## config.mk

```make
export PLATFORM = sky130hd
export DESIGN_NAME = counter_bank
export DESIGN_NICKNAME = d
export VERILOG_FILES = /design/src/rtl/counter_bank.sv
export SDC_FILE = /design/constraint.sdc
export NUM_CORES = 1
export LEC_CHECK = 0
export BUFFER_PORTS_ARGS = -buffer_cell sky130_fd_sc_hd__buf_2
export CAP_MARGIN = 20
export CORE_UTILIZATION = 45
export DETAILED_ROUTE_END_ITERATION = 8
export PLACE_DENSITY = 0.63
export REMOVE_ABC_BUFFERS = 1
export SYNTH_ARGS = -nofsm -noshare
export SYNTH_HDL_FRONTEND = slang
export SYNTH_SLANG_ARGS = --single-unit
```

## constraint.sdc

```tcl
create_clock -name clk -period 2.3 [get_ports clk]
set_clock_uncertainty 0.1 [all_clocks]
set_input_delay 0.345 -clock clk [delete_from_list [all_inputs] [get_ports clk]]
set_output_delay 0.345 -clock clk [all_outputs]
set_load 0.005 [all_outputs]
```

## src/rtl/counter_bank.sv

```systemverilog
// counter_bank: bank of independent up/down counters with sticky overflow flags
// and a sequential clear-all sweep; all state updates on the falling clock edge.
module counter_bank #(
  parameter int WIDTH = 4,
  parameter int DEPTH = 4,
  parameter int SATURATE = 0,
  localparam int ADDR_W = $clog2(DEPTH)
) (
  input  logic              clk,
  input  logic              rst,
  input  logic [ADDR_W-1:0] addr,
  input  logic [1:0]        op,
  input  logic              en,
  input  logic [WIDTH-1:0]  immediate,
  input  logic              clr_all,
  output logic [WIDTH-1:0]  data,
  output logic              ovf,
  output logic              busy
);
  typedef enum logic {IDLE, SWEEP} state_t;
  localparam logic [ADDR_W-1:0] LAST = (ADDR_W)'(DEPTH - 1);
  state_t state, state_n;
  logic [WIDTH-1:0] cnt [DEPTH];
  logic [DEPTH-1:0] flag;
  logic [ADDR_W-1:0] idx, idx_n;
  logic valid, upd_flag;
  logic [WIDTH-1:0] upd;
  logic [WIDTH:0] sum, diff;
  assign valid = {1'b0, addr} < (ADDR_W + 1)'(DEPTH);
  assign data = valid ? cnt[addr] : '0;
  assign ovf = valid ? flag[addr] : 1'b0;
  assign busy = state == SWEEP;
  // the extra top bit of sum/diff is the carry/borrow that sets the sticky flag
  always_comb begin
    sum = {1'b0, data} + {1'b0, immediate};
    diff = {1'b0, data} - {1'b0, immediate};
    upd = op == 2'b00 ? ((SATURATE != 0 && sum[WIDTH]) ? {WIDTH{1'b1}} : sum[WIDTH-1:0]) :
          op == 2'b01 ? ((SATURATE != 0 && diff[WIDTH]) ? {WIDTH{1'b0}} : diff[WIDTH-1:0]) :
          op == 2'b10 ? immediate : '0;
    upd_flag = op == 2'b00 ? (ovf | sum[WIDTH]) :
               op == 2'b01 ? (ovf | diff[WIDTH]) : 1'b0;
  end
  always_comb begin
    state_n = state;
    idx_n = idx;
    if (state == IDLE) begin
      if (clr_all) begin
        state_n = SWEEP;
        idx_n = '0;
      end
    end else begin
      idx_n = idx + 1'b1;
      if (idx == LAST) begin
        state_n = IDLE;
        idx_n = '0;
      end
    end
  end
  // clr_all in IDLE wins over a same-edge en op, which is dropped
  always_ff @(negedge clk or posedge rst) begin
    if (rst) begin
      state <= IDLE;
      idx <= '0;
      flag <= '0;
      for (int i = 0; i < DEPTH; i++) cnt[i] <= '0;
    end else begin
      state <= state_n;
      idx <= idx_n;
      if (busy) begin
        cnt[idx] <= '0;
        flag[idx] <= 1'b0;
      end else if (en && valid && !clr_all) begin
        cnt[addr] <= upd;
        flag[addr] <= upd_flag;
      end
    end
  end
endmodule
```

* Word-level counts from Yosys, hierarchy flattened *
Cells that the tools add are included.

word-level totals
  register bits = 23
  input bits = 12
  output and inout port bits = 6

cells by class
  equal/unequal tests = 3
  bitwise operators = 8
  $lt $le $gt $ge = 8
  add/subtract/negate cells = 3
  reduce and logical (&&, ||, !) cells = 9
  multiplexer cells = 30

operator list
  cell                   number
  $mux W4                9
  $mux W16               2
  $and A16 B16 Y16       1
  $bwmux W16             1
  $demux W4 S2           2
  $not A16 Y16           1
  $bmux W4 S2            1
  $mux W1                8
  $ge A3 B3 Y1 const B   2
  $lt A2 B3 Y1 const B   2
  $lt A3 B1 Y1 const B   2
  $mux W2                3
  $not A2 Y3             2
  $add A4 B4 Y5          1
  $logic_and A1 B1 Y1    5
  $sub A4 B4 Y5          1
  $and A4 B4 Y4          1
  $bwmux W4              1
  $demux W1 S2           2
  $eq A2 B2 Y1 const B   2
  $ge A2 B1 Y1 const B   2
  $not A4 Y4             1
  $reduce_bool A2 Y1     2
  $add A2 B1 Y2 const B  1
  other kinds (5)        6

* Longest topological paths before layout *
Gate-level depths: netlist of run 1.

  word-level depth = 11
  depth in mapped cells = 10

==> flow_metrics.env, run 1 <==
export IMPL_nFillCells=271
export IMPL_dpl_cell_area_sq_um=1960
export IMPL_rsz0062_at_grt="true"
export IMPL_violations="negative setup slack"
export IMPL_cp_max_fo=4
export IMPL_worst_path_clk_slew_ps=90
export IMPL_clock_tree_htree_level_count=1
export IMPL_status="finished, violations left"
export IMPL_area_growth_syn_to_layout_pct=45.3
export IMPL_fp_dieArea_sq_um=3790
export IMPL_synthArstFlopShare_pct=100
export IMPL_yosys_cell_types_count=40
export IMPL_max_stage_delay_ps=580
export IMPL_dominant_combinational_cell_family_by_area_after_synthesis="simple AND/OR/NAND/NOR gates"
export IMPL_yosys_top_cells_area="dfrtn_1, ha_1, mux4_1"
export IMPL_synth_top_cell_area_share_pct=36.0
export IMPL_grt_antenna_before_repair=0
export IMPL_final_hold_violation_count=0
export IMPL_grt_pass1_wl_mm=7.15
export IMPL_worst_setup_path_category="in -> reg"
export IMPL_port_buffer_count=17
export IMPL_power_density_cell_area_nw_per_um2=699
export IMPL_timing_worst_slew_pin_value_ps=364
export IMPL_synth_compound_area_share_pct=15.9
export IMPL_power_leakage_nw=1.15
export IMPL_synth_simple_gate_area_share_pct=16.5
export IMPL_synth_adder_area_share_pct=12.7
export IMPL_fin_nets=247
export IMPL_grt_usage_pct=26.6
export IMPL_synth_xor_area_share_pct=1.10
export IMPL_vias_per_cell=5.62
export IMPL_yosysTopAreaCell="dfrtn_1"
export IMPL_worst_setup_path_start_kind="input port"
export IMPL_max_cap_violations=0
export IMPL_synth_enable_flop_cells=0
export IMPL_synth_cells_most_frequent="dfrtn_1, nor2_1, ha_1, inv_1"
export IMPL_antenna_diode_count=0
export IMPL_yosysWarningCount=0
export IMPL_routed_via_count=1489
export IMPL_clkSinkCount=23
export IMPL_seq_area_frac_synth_pct=36.0
export IMPL_detailedPlacementHpwl_mm=3.01
export IMPL_worst_ir_drop_vdd_mv=0.597
export IMPL_critPathBufInv=2
export IMPL_start_util_pct=47.5
export IMPL_root_buffer="clkbuf_4"
export IMPL_synthesis_area_sq_um=1600
export IMPL_crit_family="multiplexers"
export IMPL_synth_ff_latch_count=23
export IMPL_cts_tree="done"
export IMPL_critical_path_slowest_cell="mux4_2"
export IMPL_detail_route_iter0_violations=95
export IMPL_post_synth_mux_area_share_pct=12.2
export IMPL_numCtsBuffers=3
export IMPL_holdBufCountCts=0
export IMPL_synth_cells=154
export IMPL_grt_start_max_net_pins=24
export IMPL_clkLatencyLatePin_ps=310
export IMPL_drive_above_1_share_pct=51.1
export IMPL_grt_pass1_vias=1544
export IMPL_global_route_overflow_total=0
export IMPL_worst_hold_path_type="reg -> reg"
export IMPL_top_ff_cell_synth="dfrtn_1"
export IMPL_timing_critical_path_required_ps=1210
export IMPL_die_x_microns=61.6
export IMPL_slew_headroom_pct=75.6
export IMPL_synth_most_common_cell="dfrtn_1"
export IMPL_fin_ws_ps=-1100
export IMPL_floorplan_io_pins=18
export IMPL_antenna_violating_nets_post_route=0
export IMPL_firstDrtPassIters=4
export IMPL_detail_route_drc_violations=0
export IMPL_wl_per_cell_microns=17.6
export IMPL_worst_case_clock_buffer_depth=2
export IMPL_critPathArrivalTime_ps=2310
export IMPL_die_height_microns=61.6
export IMPL_worstPathCellList="buf_8, buf_4, mux4_2, fa_2, xnor2_2, mux2i_1, o22ai_2, mux2_4"
export IMPL_floorplan_rows=21
export IMPL_core_area_sq_um=3360
export IMPL_drv_slew=0
export IMPL_fin_worst_hold_slack_ps=376
export IMPL_final_cell_area_sq_um=2320
export IMPL_critical_path_endpoint_type="flip-flop"
export IMPL_setup_viol_count_final=26
export IMPL_avgSynthCellArea_sq_um=10.4
export IMPL_finalWeightedCongestion=0.824
export IMPL_detail_route_wirelength_mm=4.66
through the flow:
| step | setup TNS [ps] | worst slack (ps) | power [mW] | util (%) | std cells |
|---|---|---|---|---|---|
| 2_1_floorplan | -22890 | -1280 | 0.933 | - | 149 |
| 3_3_place_gp | -28890 | -1520 | 1.18 | 58.3 | 247 |
| 3_5_place_dp | -29920 | -1570 | 1.21 | 58.3 | 247 |
| 4_1_cts | -20550 | -1040 | 1.56 | 66.9 | 261 |
| 5_1_grt | -22460 | -1140 | 1.73 | 69.0 | 265 |
| 6_report | -21670 | -1100 | 1.62 | 69.0 | 265 |
power by group:
| group | internal, mW | switching [mW] |
|---|---|---|
| sequential | 0.511 | 0.0656 |
| clock | 0.0678 | 0.126 |
| combinational | 0.421 | 0.432 |
| total | 1.00 | 0.624 |
cells in the final DEF, fill, tap and decap left out, types with 2 or more instances in the layout:
cell / netlist / routed
nand2_1: 6 / 6
clkbuf_4: 0 / 3
and2_1: 3 / 3
nand3_1: 9 / 9
a31oi_1: 6 / 4
nor3_1: 3 / 3
mux4_2: 0 / 5
buf_4: 0 / 45
nor2_1: 18 / 17
ha_4: 0 / 5
inv_1: 11 / 10
buf_6: 3 / 6
mux2_2: 3 / 2
a211oi_2: 1 / 4
a31oi_4: 0 / 2
a21oi_1: 4 / 2
fa_2: 0 / 2
a21boi_0: 5 / 5
o21ai_2: 0 / 6
o21ai_1: 0 / 3
buf_2: 2 / 14
a21oi_2: 0 / 2
a22oi_1: 2 / 2
mux2i_1: 3 / 3
dfrtn_1: 23 / 23
ha_1: 13 / 8
registers in the layout (all words and copies together), names as in the netlist:
name,cells
flag,4
busy,1
cnt,16
idx,2
repair_timing:
item,in CTS,in global routing
endpoints found under the setup margin,26,26
gates resized for setup,49,9
setup buffers,10,4
pin swaps,13,4
cell families (layout without fill, tap and decap cells):
family                   Yosys count  after routing
AND/OR/NAND/NOR                   48             48
AO/OA/AOI/OAI                     38             38
flip-flops                        23             23
buffers and inverters             17             82
adder cells (fa/ha/maj)           15             15
multiplexers                      11             11
XOR/XNOR                           2              2
worst register-to-register path, cell delays in order, from the launching register on:
cell and delay [ps]:
dfrtn_1 380, mux4_2 530, ha_4 200, fa_2 360, xnor2_2 150, mux2i_1 200
o22ai_2 140, mux2_4 280
final cells by class:
class                      count  area, sq um  area share [%]
clock buffer                   4         26.3            1.13
timing repair buffer          66          490            21.1
sequential                    23          576            24.8
tap                           46         57.6            2.48
multi-input combinational    114         1130            48.5
inverter                      12         45.0            1.94
metal layers:
layer / GRT usage (%) / up-vias / wire, microns / part of all wire, %
li1: - / 687 / - / -
met5: 0 / - / 0 / 0
met4: 12.4 / 0 / 88 / 1.9
met3: 5.04 / 10 / 202 / 4.3
met1: 32.3 / 737 / 1880 / 40
met2: 45.5 / 55 / 2500 / 54
worst paths after layout:
check	slack [ps]	startpoint	to	depth (start not counted)
setup / recovery	-1100	addr[1]	cnt[6]	8
hold / removal	380	cnt[8]	cnt[8]	2
setup reg to reg	-190	cnt[12]	cnt[6]	7
hold reg to reg	380	cnt[8]	cnt[8]	2
max in group asynchronous	840	rst	cnt[15]	3
min in group asynchronous	990	rst	cnt[8]	3
Note: power is estimated with default switching activity, not from simulation.
==> inputs of run 2 (changes only) <==
--- a/config.mk
+++ b/config.mk
@@ -5,11 +5,11 @@
 export SDC_FILE = /design/constraint.sdc
 export NUM_CORES = 1
 export LEC_CHECK = 0
-export BUFFER_PORTS_ARGS = -buffer_cell sky130_fd_sc_hd__buf_2
 export CAP_MARGIN = 20
 export CORE_UTILIZATION = 45
 export DETAILED_ROUTE_END_ITERATION = 8
-export PLACE_DENSITY = 0.63
+export DONT_BUFFER_PORTS = 1
+export PLACE_DENSITY = 0.59
 export REMOVE_ABC_BUFFERS = 1
 export SYNTH_ARGS = -nofsm -noshare
 export SYNTH_HDL_FRONTEND = slang
==> flow_metrics.env, run 2 (synthesis gave the netlist of run 1 again) <==
export IMPL_area_growth_syn_to_layout_pct=26.5
export IMPL_vias_per_cell=5.73
export IMPL_r2r_slack_ps=-80
export IMPL_grt_pass1_wl_mm=6.33
export IMPL_timing_critical_path_required_ps=1210
export IMPL_worst_case_clock_buffer_depth=2
export IMPL_crit_reg2reg_capture="cnt[2]"
export IMPL_rsz0062_at_grt="true"
export IMPL_power_leakage_nw=0.968
export IMPL_final_hold_violation_count=0
export IMPL_worstPathCellList="mux4_2, ha_4, fa_2, xnor2_1, mux2i_1, o22ai_2, mux2_2"
export IMPL_detail_route_drc_violations=0
export IMPL_endpoint="cnt[2]"
export IMPL_cp_max_fo=8
export IMPL_final_cell_area_sq_um=2020
export IMPL_grt_usage_pct=23.1
export IMPL_floorplan_io_pins=18
export IMPL_holdBufCountCts=0
export IMPL_status="finished, violations left"
export IMPL_worst_r2r_path_depth=7
export IMPL_drive_above_1_share_pct=39.0
export IMPL_regMostFlops="cnt"
export IMPL_floorplan_rows=21
export IMPL_numCtsBuffers=3
export IMPL_worst_setup_path_start_kind="input port"
export IMPL_timing_worst_slew_pin_value_ps=360
export IMPL_antenna_violating_nets_post_route=0
export IMPL_grt_pass1_vias=1339
export IMPL_detail_route_wirelength_mm=4.00
export IMPL_core_area_sq_um=3360
export IMPL_finalWeightedCongestion=0.883
export IMPL_dpl_cell_area_sq_um=1800
export IMPL_worst_path_clk_slew_ps=90
export IMPL_setup_viol_count_final=26
export IMPL_worst_setup_path_category="in -> reg"
export IMPL_cts_tree="done"
export IMPL_fin_nets=210
export IMPL_largest_reg_flops=16
export IMPL_reg_largest_list="cnt: 16 flops, flag: 4 flops, idx: 2 flops"
export IMPL_max_stage_delay_ps=530
export IMPL_port_buffer_count=0
export IMPL_cp_startpoint="addr[1]"
export IMPL_drv_slew=0
export IMPL_antenna_diode_count=0
export IMPL_totalPowerFinal_mw=1.45
export IMPL_reg2reg_from="cnt[8]"
export IMPL_max_cap_violations=0
export IMPL_fp_dieArea_sq_um=3790
export IMPL_violations="negative setup slack"
export IMPL_crit_family="multiplexers"
export IMPL_detail_route_iter0_violations=70
export IMPL_die_height_microns=61.6
export IMPL_critPathArrivalTime_ps=2110
export IMPL_worst_ir_drop_vdd_mv=0.453
export IMPL_number_of_logic_stages_on_the_critical_path_including_buffering=7
export IMPL_root_buffer="clkbuf_4"
export IMPL_critical_path_slowest_cell="mux4_2"
export IMPL_layout_common_cells="dfrtn_1, buf_4, nor2_1"
export IMPL_wl_per_cell_microns=17.5
export IMPL_critical_path_endpoint_type="flip-flop"
export IMPL_grt_antenna_before_repair=0
export IMPL_clkLatencyLatePin_ps=310
export IMPL_place_inst=220
export IMPL_global_route_overflow_total=0
export IMPL_die_x_microns=61.6
export IMPL_start_util_pct=47.5
export IMPL_grt_start_max_net_pins=24
export IMPL_slew_headroom_pct=75.9
export IMPL_fin_ws_ps=-903
export IMPL_power_density_cell_area_nw_per_um2=719
export IMPL_worst_hold_path_type="reg -> reg"
export IMPL_critPathBufInv=0
export IMPL_setup_tns_final_ps=-18240
export IMPL_routed_via_count=1307
export IMPL_stdcell_count=228
export IMPL_clock_tree_htree_level_count=1
export IMPL_firstDrtPassIters=4
export IMPL_detailedPlacementHpwl_mm=2.89
export IMPL_clkSinkCount=23
run 2: stage by stage:
stage          setup WS (ps)  utilization, %  hold WS [ps]
6_report                -903            60.1           364
5_1_grt                 -943            60.1           394
4_1_cts                 -882            57.3           356
3_5_place_dp           -1410            53.5           347
3_3_place_gp           -1370            53.5           334
2_1_floorplan          -1280               -           321
run 2: how the worst min path moves through the flow:
| stage | start | endpoint | slack [ps] | depth (start not counted) |
|---|---|---|---|---|
| after floorplan | cnt[4] | cnt[4] | 320 | 2 |
| after global placement | cnt[9] | cnt[9] | 330 | 2 |
| after detailed placement | cnt[12] | cnt[12] | 350 | 2 |
| after CTS | cnt[9] | cnt[9] | 360 | 2 |
| after global routing | cnt[9] | cnt[9] | 390 | 2 |
| final | cnt[9] | cnt[9] | 360 | 2 |
run 2: area by class of cell:
type / count / area [sq um]
flip-flops and latches: 23 / 576
repair buffers: 29 / 240
clock inverters: 1 / 5.00
fillers: 310 / 1340
clock buffers: 3 / 22.5
multi-input cells: 114 / 1070
inverters: 12 / 45.0
well taps: 46 / 57.6
run 2: repair_timing:
item                                    CTS  global route
pin swaps                                 3             9
resized for setup                        25            21
buffers inserted                          3             1
endpoints found under the setup margin   26            26
run 2: layer usage:
| metal | track usage (%) | vias up | share of wire [%] |
|---|---|---|---|
| li1 | - | 617 | - |
| met1 | 30.4 | 646 | 43 |
| met2 | 38.9 | 35 | 50 |
| met3 | 4.41 | 9 | 4.8 |
| met4 | 6.35 | 0 | 2.2 |
| met5 | 0 | - | 0 |
run 2: worst reg2reg max path, stage by stage, from the launching register on:
cell,delay [ps]
dfrtn_1,370
mux4_2,530
ha_4,200
fa_2,350
xnor2_1,140
mux2i_1,160
o22ai_2,120
mux2_2,270
run 2: report_power, final:
group          switching (mW)  leakage, nW  total (mW)  internal (mW)
Combinational           0.366        0.639       0.689          0.323
Sequential             0.0625        0.310       0.573          0.511
Clock                   0.125       0.0177       0.190         0.0651
Total                   0.554        0.968        1.45          0.899
==> inputs of run 3 (changes only) <==
--- a/config.mk
+++ b/config.mk
@@ -5,11 +5,12 @@
 export SDC_FILE = /design/constraint.sdc
 export NUM_CORES = 1
 export LEC_CHECK = 0
+export ABC_AREA = 1
+export BUFFER_PORTS_ARGS = -buffer_cell sky130_fd_sc_hd__buf_2
 export CAP_MARGIN = 20
 export CORE_UTILIZATION = 45
 export DETAILED_ROUTE_END_ITERATION = 8
-export DONT_BUFFER_PORTS = 1
-export PLACE_DENSITY = 0.59
+export PLACE_DENSITY = 0.64
 export REMOVE_ABC_BUFFERS = 1
 export SYNTH_ARGS = -nofsm -noshare
 export SYNTH_HDL_FRONTEND = slang
==> flow_metrics.env, run 3 <==
export IMPL_clkLatencyLatePin_ps=310
export IMPL_clock_tree_htree_level_count=1
export IMPL_synth_top_cell_area_share_pct=36.7
export IMPL_nFillCells=241
export IMPL_grt_usage_pct=24.6
export IMPL_yosys_top_cells_area="dfrtn_1, nand2_1, ha_1"
export IMPL_synth_most_common_cell="nand2_1"
export IMPL_timing_critical_path_required_ps=1200
export IMPL_fp_dieArea_sq_um=3730
export IMPL_critical_path_slowest_cell="fa_2"
export IMPL_detail_route_iter0_violations=90
export IMPL_layout_commonest_cell="buf_4"
export IMPL_worst_hold_startpoint="flag[0]"
export IMPL_antenna_violating_nets_post_route=0
export IMPL_detailedPlacementHpwl_mm=2.87
export IMPL_worst_ir_drop_vdd_mv=0.560
export IMPL_yosysTopAreaCell="dfrtn_1"
export IMPL_holdBufCountCts=0
export IMPL_worst_setup_path_start_kind="input port"
export IMPL_violations="negative setup slack"
export IMPL_final_core_utilization_pct=76.8
export IMPL_timing_worst_slew_pin_value_ps=555
export IMPL_fin_nets=324
export IMPL_antenna_diode_count=0
export IMPL_reg2reg_from="cnt[12]"
export IMPL_status="finished, violations left"
export IMPL_largest_reg_flops=16
export IMPL_grt_pass1_wl_mm=6.69
export IMPL_finalWeightedCongestion=0.869
export IMPL_r2r_slack_ps=150
export IMPL_avgSynthCellArea_sq_um=7.62
export IMPL_synth_enable_flop_cells=0
export IMPL_max_stage_delay_ps=420
export IMPL_critPathArrivalTime_ps=2080
export IMPL_worst_path_clk_slew_ps=90
export IMPL_drive_above_1_share_pct=52.0
export IMPL_timing_hold_worst_endpoint="flag[0]"
export IMPL_worst_case_clock_buffer_depth=2
export IMPL_layout_common_cells="buf_4, nand2_1, inv_1, dfrtn_1, inv_2"
export IMPL_clkSinkCount=23
export IMPL_critical_path_endpoint_type="flip-flop"
export IMPL_cts_tree="done"
export IMPL_drv_slew=0
export IMPL_root_buffer="clkbuf_4"
export IMPL_regMostFlops="cnt"
export IMPL_die_height_microns=61.1
export IMPL_rsz0062_at_grt="true"
export IMPL_global_route_overflow_total=0
export IMPL_floorplan_rows=21
export IMPL_port_buffer_count=17
export IMPL_max_cap_violations=0
export IMPL_fin_worst_hold_slack_ps=337
export IMPL_worst_hold_path_type="reg -> reg"
export IMPL_synth_cells_most_frequent="nand2_1, inv_1, dfrtn_1, ha_1, nand3_1"
export IMPL_worst_r2r_path_depth=14
export IMPL_reg_largest_list="cnt: 16 flops, flag: 4 flops, idx: 2 flops"
export IMPL_synth_ff_latch_count=23
export IMPL_power_leakage_nw=1.36
export IMPL_yosysWarningCount=0
export IMPL_detail_route_drc_violations=0
export IMPL_seq_area_frac_synth_pct=36.7
export IMPL_core_area_sq_um=3340
export IMPL_grt_start_max_net_pins=24
export IMPL_die_x_microns=61.1
export IMPL_slew_headroom_pct=62.6
export IMPL_numCtsBuffers=3
export IMPL_grt_antenna_before_repair=0
export IMPL_power_density_cell_area_nw_per_um2=620
export IMPL_worstPathCellList="buf_12, nor2_4, inv_2, o22ai_2, nor3_2, ha_2, inv_2, fa_2, nand2_1, o211ai_1, o21ai_1, buf_4, o22ai_1"
export IMPL_wl_per_cell_microns=13.0
export IMPL_yosys_cell_types_count=24
export IMPL_fin_ws_ps=-878
export IMPL_crit_reg2reg_capture="flag[3]"
export IMPL_synthesis_area_sq_um=1570
export IMPL_synthArstFlopShare_pct=100
export IMPL_worst_setup_path_category="in -> reg"
export IMPL_floorplan_io_pins=18
export IMPL_top_ff_cell_synth="dfrtn_1"
export IMPL_grt_pass1_vias=1521
export IMPL_vias_per_cell=4.86
export IMPL_hold_path_cells=2
export IMPL_detail_route_wirelength_mm=4.46
export IMPL_start_util_pct=47.1
export IMPL_routed_via_count=1663
export IMPL_final_hold_violation_count=0
export IMPL_firstDrtPassIters=4
export IMPL_setup_viol_count_final=26
export IMPL_synth_cells=206
export IMPL_area_growth_syn_to_layout_pct=63.1
export IMPL_cp_max_fo=5
export IMPL_crit_path_frequent_cell="inv_2"
[run 3: worst max-delay path, delay by kind of cell]
family	cells	cell delay, ps
adders and majority gates	2	590
and+or+nand+nor	3	310
buffers and inverters	4	400
AOI/OAI and AO/OA	4	420
[run 3: report_power, final]
part | internal [mW] | leakage [nW] | total (mW) | switching [mW]
Sequential | 0.488 | 0.312 | 0.536 | 0.0474
Clock | 0.0650 | 0.0177 | 0.194 | 0.129
Combinational | 0.403 | 1.03 | 0.859 | 0.456
Total | 0.957 | 1.36 | 1.59 | 0.632
[run 3: final cells by class]
cell class | instances | area [sq um] | area share (%)
clock inverters | 1 | 5.00 | 0.195
well taps | 46 | 57.6 | 2.25
flip-flops and latches | 23 | 576 | 22.5
multi-input cells | 142 | 1040 | 40.6
repair buffers | 87 | 698 | 27.3
clock buffers | 3 | 22.5 | 0.879
inverters | 40 | 163 | 6.35
[run 3: through the flow]
stage | area (sq um) | setup WS, ps | TNS (ps) | instances | total power, mW
5_1_grt | 2560 | -983 | -20250 | 342 | 1.71
2_1_floorplan | 1560 | -1060 | -17860 | 205 | 0.921
6_report | 2560 | -878 | -18190 | 342 | 1.59
3_5_place_dp | 2030 | -1520 | -26100 | 312 | 1.18
3_3_place_gp | 2030 | -1480 | -25670 | 312 | 1.18
4_1_cts | 2390 | -871 | -17690 | 334 | 1.50
[run 3: worst max path at each step]
stage | cells after the start | start | to
2_1_floorplan | 13 | addr[1] | cnt[6]
3_3_place_gp | 14 | addr[1] | cnt[6]
3_5_place_dp | 14 | addr[1] | cnt[6]
4_1_cts | 14 | addr[0] | cnt[6]
5_1_grt | 17 | addr[0] | flag[0]
6_report | 13 | addr[1] | cnt[1]
[run 3: cells by family after synthesis]
| logic type | Yosys count | share of synthesized area, % |
|---|---|---|
| XOR/XNOR | 1 | 0.558 |
| buffers and inverters | 41 | 10.3 |
| flip-flops | 23 | 36.7 |
| AND/OR/NAND/NOR | 95 | 27.9 |
| adder cells (fa/ha/maj) | 15 | 12.9 |
| AO/OA/AOI/OAI | 31 | 11.7 |
[run 3: per-layer routing]
layer | up-vias | GRT usage (%) | share of wire [%] | wire length, microns
met3 | 6 | 3.15 | 3.5 | 157
met5 | - | 0 | 0 | 0
met1 | 782 | 33.2 | 44 | 1980
met4 | 0 | 3.90 | 0.81 | 36
li1 | 838 | - | - | -
met2 | 37 | 42.9 | 51 | 2290
[run 3: timing repair]
item	4_1_cts	5_1_grt
gates resized for setup	51	25
endpoints found under the setup margin	26	26
pin swaps	21	18
buffers inserted	19	11
